### src/rtl/pc_ras.sv
// ============================================================================
// Module      : pc_ras
// Description : Fetch-stage program counter with stall, exception redirect,
//               exception return and a circular return-address stack.
// Revision    : 1.0 - initial release
// ============================================================================
`default_nettype none

module pc_ras #(
    parameter int                    ADDR_WIDTH   = 32,
    parameter logic [ADDR_WIDTH-1:0] RESET_VECTOR = 32'h0000_0000,
    parameter logic [ADDR_WIDTH-1:0] EXC_VECTOR   = 32'h0000_0180,
    parameter int                    RAS_DEPTH    = 4
) (
    input  logic                         clk,
    input  logic                         rst,
    input  logic                         stall,
    input  logic [1:0]                   pc_inc_type,
    input  logic                         alu_branch_result,
    input  logic                         link,
    input  logic [ADDR_WIDTH-1:0]        abs_addr,
    input  logic [ADDR_WIDTH-1:0]        branch_addr,
    input  logic                         exception,
    input  logic                         eret,
    output logic [ADDR_WIDTH-1:0]        current_pc,
    output logic [ADDR_WIDTH-1:0]        epc,
    output logic [$clog2(RAS_DEPTH):0]   ras_count,
    output logic                         ras_hit
);

    localparam int                 c_PTR_W = $clog2(RAS_DEPTH);
    localparam int                 c_CNT_W = c_PTR_W + 1;
    localparam logic [c_CNT_W-1:0] c_FULL  = c_CNT_W'(RAS_DEPTH);

    localparam logic [1:0] c_TYPE_SEQ = 2'b00;
    localparam logic [1:0] c_TYPE_BR  = 2'b01;
    localparam logic [1:0] c_TYPE_JMP = 2'b10;
    localparam logic [1:0] c_TYPE_RET = 2'b11;

    logic [ADDR_WIDTH-1:0] r_pc;
    logic [ADDR_WIDTH-1:0] r_epc;
    logic [c_CNT_W-1:0]    r_count;
    logic [c_PTR_W-1:0]    r_ptr;
    logic                  r_hit;
    logic [ADDR_WIDTH-1:0] r_stack [RAS_DEPTH];

    logic [ADDR_WIDTH-1:0] w_seq;
    logic [ADDR_WIDTH-1:0] w_next_pc;
    logic [c_PTR_W-1:0]    w_top_idx;
    logic                  w_advance;
    logic                  w_taken;
    logic                  w_push;
    logic                  w_pop;

    assign w_seq     = r_pc + ADDR_WIDTH'(4);
    assign w_advance = !exception && !eret && !stall;
    assign w_taken   = (pc_inc_type == c_TYPE_JMP) ||
                       ((pc_inc_type == c_TYPE_BR) && alu_branch_result);
    assign w_push    = w_advance && link && w_taken;
    assign w_pop     = w_advance && (pc_inc_type == c_TYPE_RET) && (r_count != '0);
    // r_ptr names the next free slot, so the top of stack sits one below it
    assign w_top_idx = r_ptr - c_PTR_W'(1);

    always_comb begin
        w_next_pc = w_seq;
        case (pc_inc_type)
            c_TYPE_SEQ: w_next_pc = w_seq;
            c_TYPE_BR:  w_next_pc = alu_branch_result ? branch_addr : w_seq;
            c_TYPE_JMP: w_next_pc = abs_addr;
            c_TYPE_RET: w_next_pc = (r_count != '0) ? r_stack[w_top_idx] : abs_addr;
            default:    w_next_pc = w_seq;
        endcase
    end

    always_ff @(posedge clk) begin
        if (rst) begin
            r_pc    <= RESET_VECTOR;
            r_epc   <= '0;
            r_count <= '0;
            r_ptr   <= '0;
            r_hit   <= 1'b0;
        end else if (exception) begin
            r_epc <= r_pc;
            r_pc  <= EXC_VECTOR;
            r_hit <= 1'b0;
        end else if (eret) begin
            r_pc  <= r_epc;
            r_hit <= 1'b0;
        end else if (!stall) begin
            r_pc  <= w_next_pc;
            r_hit <= w_pop;
            if (w_push) begin
                // When full the pointer wraps onto the oldest entry
                r_ptr <= r_ptr + c_PTR_W'(1);
                if (r_count != c_FULL) begin
                    r_count <= r_count + c_CNT_W'(1);
                end
            end else if (w_pop) begin
                r_ptr   <= w_top_idx;
                r_count <= r_count - c_CNT_W'(1);
            end
        end
    end

    always_ff @(posedge clk) begin
        if (!rst && w_push) begin
            r_stack[r_ptr] <= w_seq;
        end
    end

    assign current_pc = r_pc;
    assign epc        = r_epc;
    assign ras_count  = r_count;
    assign ras_hit    = r_hit;

endmodule

`default_nettype wire

### config.mk
export PLATFORM = sky130hd
export DESIGN_NAME = pc_ras
export DESIGN_NICKNAME = d
export VERILOG_FILES = /design/src/rtl/pc_ras.sv
export SDC_FILE = /design/constraint.sdc
export NUM_CORES = 1
export LEC_CHECK = 0
export BUFFER_PORTS_ARGS = -buffer_cell sky130_fd_sc_hd__buf_4
export CORE_UTILIZATION = 45
export CTS_CLUSTER_SIZE = 16
export DETAILED_ROUTE_END_ITERATION = 7
export PLACE_DENSITY = 0.65
export RECOVER_POWER = 50
export REMOVE_ABC_BUFFERS = 1
export SYNTH_ARGS = -nofsm -noshare
export SYNTH_HDL_FRONTEND = slang
export SYNTH_SLANG_ARGS = --single-unit
### constraint.sdc
create_clock -name clk -period 4.1 [get_ports clk]
set_input_delay 0.205 -clock clk [delete_from_list [all_inputs] [get_ports clk]]
set_output_delay 0.205 -clock clk [all_outputs]
set_load 0.05 [all_outputs]
==> out/results.tsv <==
stage	metric	value	unit
floorplanning	Die Y	150	um
floorplanning	row count	53	
sta	Least-Margin Pin Slew	1.88	ns
grt	grt ovf	0	
setup_path	critical path's top delay family	buffers and inverters	
synthesis	Synth cell types	77	
synthesis	#FFs+latches synth	198	
setup_path	worst-path fanout max	15	
route	post-route ant nets	0	
cts	# clock sinks	198	
sta	Layout Skew	0.0103	ns
cts	cts hold-fix bufs	0	
final_layout	fin area	11300	um^2
setup_path	slowest stage delay, CP	0.84	ns
final_layout	commonest non-fill, non-tap cell in the layout	edfxtp_1	
final_layout	P&R area growth vs syn	15.1	%
pwr	power per standard cell area	374	nW/um^2
synthesis	Post-synth EDFFs	128	
floorplanning	core area	21200	um^2
sta	min cycle time layout	3.27	ns
pwr	leak pwr	0.00397	uW
synthesis	ys flop type	edfxtp_1	
cts	clock tree buffer depth	2	
sta	Rel. slew slack	-25.1	%
job	Max-Cap Viols	1	
route	DR pass1 iterations	6	
setup_path	startpoint class of the critical path	flip-flop	
synthesis	synthesized area	9800	um^2
synthesis	Synth Instances	829	
cts	clk_lat worst skew	0.44	ns
route	Vias/cell	6.21	
route	initial drt markers	781	
route	Routed WL	29800	um
final_layout	share of layout cells above drive strength 1	16.8	%
grt	antenna violations before repair	0	
route	Residual DRC	0	
setup_path	CP Class	reg2reg	
synthesis	Synth top area share	39.2	%
worst_hold_path	worst hold path class	in2reg	
floorplanning	# IOs	141	
setup_path	slowest CP cell	clkbuf_1	
sta	unrepaired setup endpoints after global routing	false	
floorplanning	chip width	150	um
synthesis	area leader, netlist	edfxtp_1	
setup_path	critical path arrival	3.60	ns
sta	Period Utilization, post-route	79.7	%
placed_design	port buffer count	140	
sta	final worst slack	0.834	ns
setup_path	kind of end point of the critical path	flip-flop	
cts	post-CTS setup buffer count	0	
grt	first-pass GRT wire length	44500	um
cts	Post-CTS Resized	0	
grt	GR Util All Layers	27.5	%
final_layout	Inserted Diodes	0	
synthesis	synthesized area per cell	11.8	um^2
cts	CTS tree	yes	
synthesis	Syn. warnings	0	
sta	Final setup viols	0	
sta	Slew Viols, Final	22	
final_layout	Final #Nets	1022	
sta	Hold WS	0.104	ns
final_layout	commonest cells after routing, fill and taps aside	edfxtp_1 (128), buf_4 (88), clkbuf_1 (76)	
setup_path	crit path cell chain	inv_1, ha_1, clkbuf_1, mux4_2, a221oi_1, o22ai_1, a31o_1	
status	violated checks	max-capacitance violations, max-slew violations	
setup_path	CP required	4.43	ns
cts	CTS Buf Count	17	
floorplanning	die area	22400	um^2
placed_design	final RePlAce weighted congestion	0.852	
route	total number of vias	7641	
cts	H-tree Lvls	4	
placed_design	DP HPWL	20400	um
floorplanning	Starting Density	46.2	%
grt	largest net degree at the start of global routing	46	
placed_design	post-placement cell count	1199	
sta	Hold Violations, Final	0	
grt	vias in the first global route	7095	
pwr	peak supply drop	236	uV
setup_path	crit path buf inv count	2	
sta	Max Clk Rate	306	MHz
synthesis	FFs w/ async S/R, synth	0	%
cts	root cell of the clock tree	clkbuf_16	
route	WL/cell	24.2	um
final_layout	non-filler instance count after layout	1231	
synthesis	share of the yosys chip area belonging to registers	53.5	%
placed_design	Placed Area	11000	um^2
sta	TNS Setup	0	ns
cts	CTS clk-pin slew, worst paths	0.07	ns
synthesis	top cells by area, synth	edfxtp_1 (39%), dfxtp_1 (14%), mux4_2 (6.4%), mux2i_1 (3.9%), a21oi_1 (2.8%)	
status	status	complete, but fails checks	
final_layout	filler instances	1885	
placed_design	pre-CTS setup slack	1.26	ns
where the power goes:
part | internal, uW | total (uW) | switching, uW
registers | 2120 | 2150 | 27.7
clock network | 961 | 1680 | 721
logic | 136 | 388 | 252
cell families after synthesis:
family | synth area share [%]
xor gates and xnor gates | 2.50
DFF | 53.5
and+or+nand+nor | 12.8
muxes | 11.6
adders and majority gates | 0.842
AOI/OAI and AO/OA | 14.2
buffers and inverters | 4.47
stage by stage:
step	power, uW	utilization (%)
finish	4220	53.1
global route	4350	53.1
CTS	4250	54.5
detailed placement	2590	51.7
global placement	2580	51.7
floorplan	2380	-
metal layers:
metal	vias to the layer above	share of wire [%]	global-route usage, %
met5	-	0	0
met4	0	2.4	10.3
met3	51	8.3	4.15
met2	383	48	43.0
met1	3781	42	38.4
li1	3426	-	-
synthesized netlist by cell type (all sizes together), types with 4 or more instances:
library cell,number
mux4,32
a211oi,13
nand2,66
xor2,7
and3,17
a22oi,6
edfxtp,128
a21o,5
nand2b,9
inv,17
a21oi,55
a222oi,6
clkbuf,29
or3,4
nand3,16
o311ai,5
and4,9
and2,11
o221ai,4
or2,5
mux2i,38
xnor2,21
a221o,6
nand4,11
o21ai,27
a31o,5
buf,35
dfxtp,70
o211ai,6
o31ai,6
nor3,12
o22ai,17
nor2,68
ha,5
nor4,7
a221oi,7
a311oi,4
worst reg2reg max path, delay by kind of cell, from the launching register on:
| family | cells | cell delay, ns |
|---|---|---|
| DFF | 1 | 0.38 |
| adders and majority gates | 1 | 0.71 |
| muxes | 1 | 0.43 |
| buffers and inverters | 2 | 0.93 |
| AOI/OAI and AO/OA | 3 | 0.71 |
state kept, by name (all words and copies together) (netlist names), named ones only:
register	count
ras_count	3
ras_hit	1
current_pc	30
epc	32
r_ptr	2
r_stack	128
final timing paths:
check | startpoint | endpoint | slack [ns] | cells past startpoint
hold / removal | branch_addr[26] | current_pc[26]$_SDFFE_PP0P_ | 0.10 | 3
setup / recovery | r_ptr[1]$_SDFFE_PP0P_ | current_pc[13]$_SDFFE_PP0P_ | 0.83 | 7
setup reg to reg | r_ptr[1]$_SDFFE_PP0P_ | current_pc[13]$_SDFFE_PP0P_ | 0.83 | 7
hold reg to reg | epc[2]$_SDFFE_PP0P_ | current_pc[2]$_SDFFE_PP0P_ | 0.48 | 2
cell type report:
class                           count  area, um^2  area share [%]
Sequential cell                   198        5250            46.5
Timing Repair Buffer              159         927            8.22
Clock buffer                       27         536            4.75
Tap cell                          275         344            3.05
Multi-Input combinational cell    550        4100            36.4
Clock inverter                      5        57.6           0.510
Inverter                           17        63.8           0.566
No activity file was read; power rests on OpenSTA's default activity.
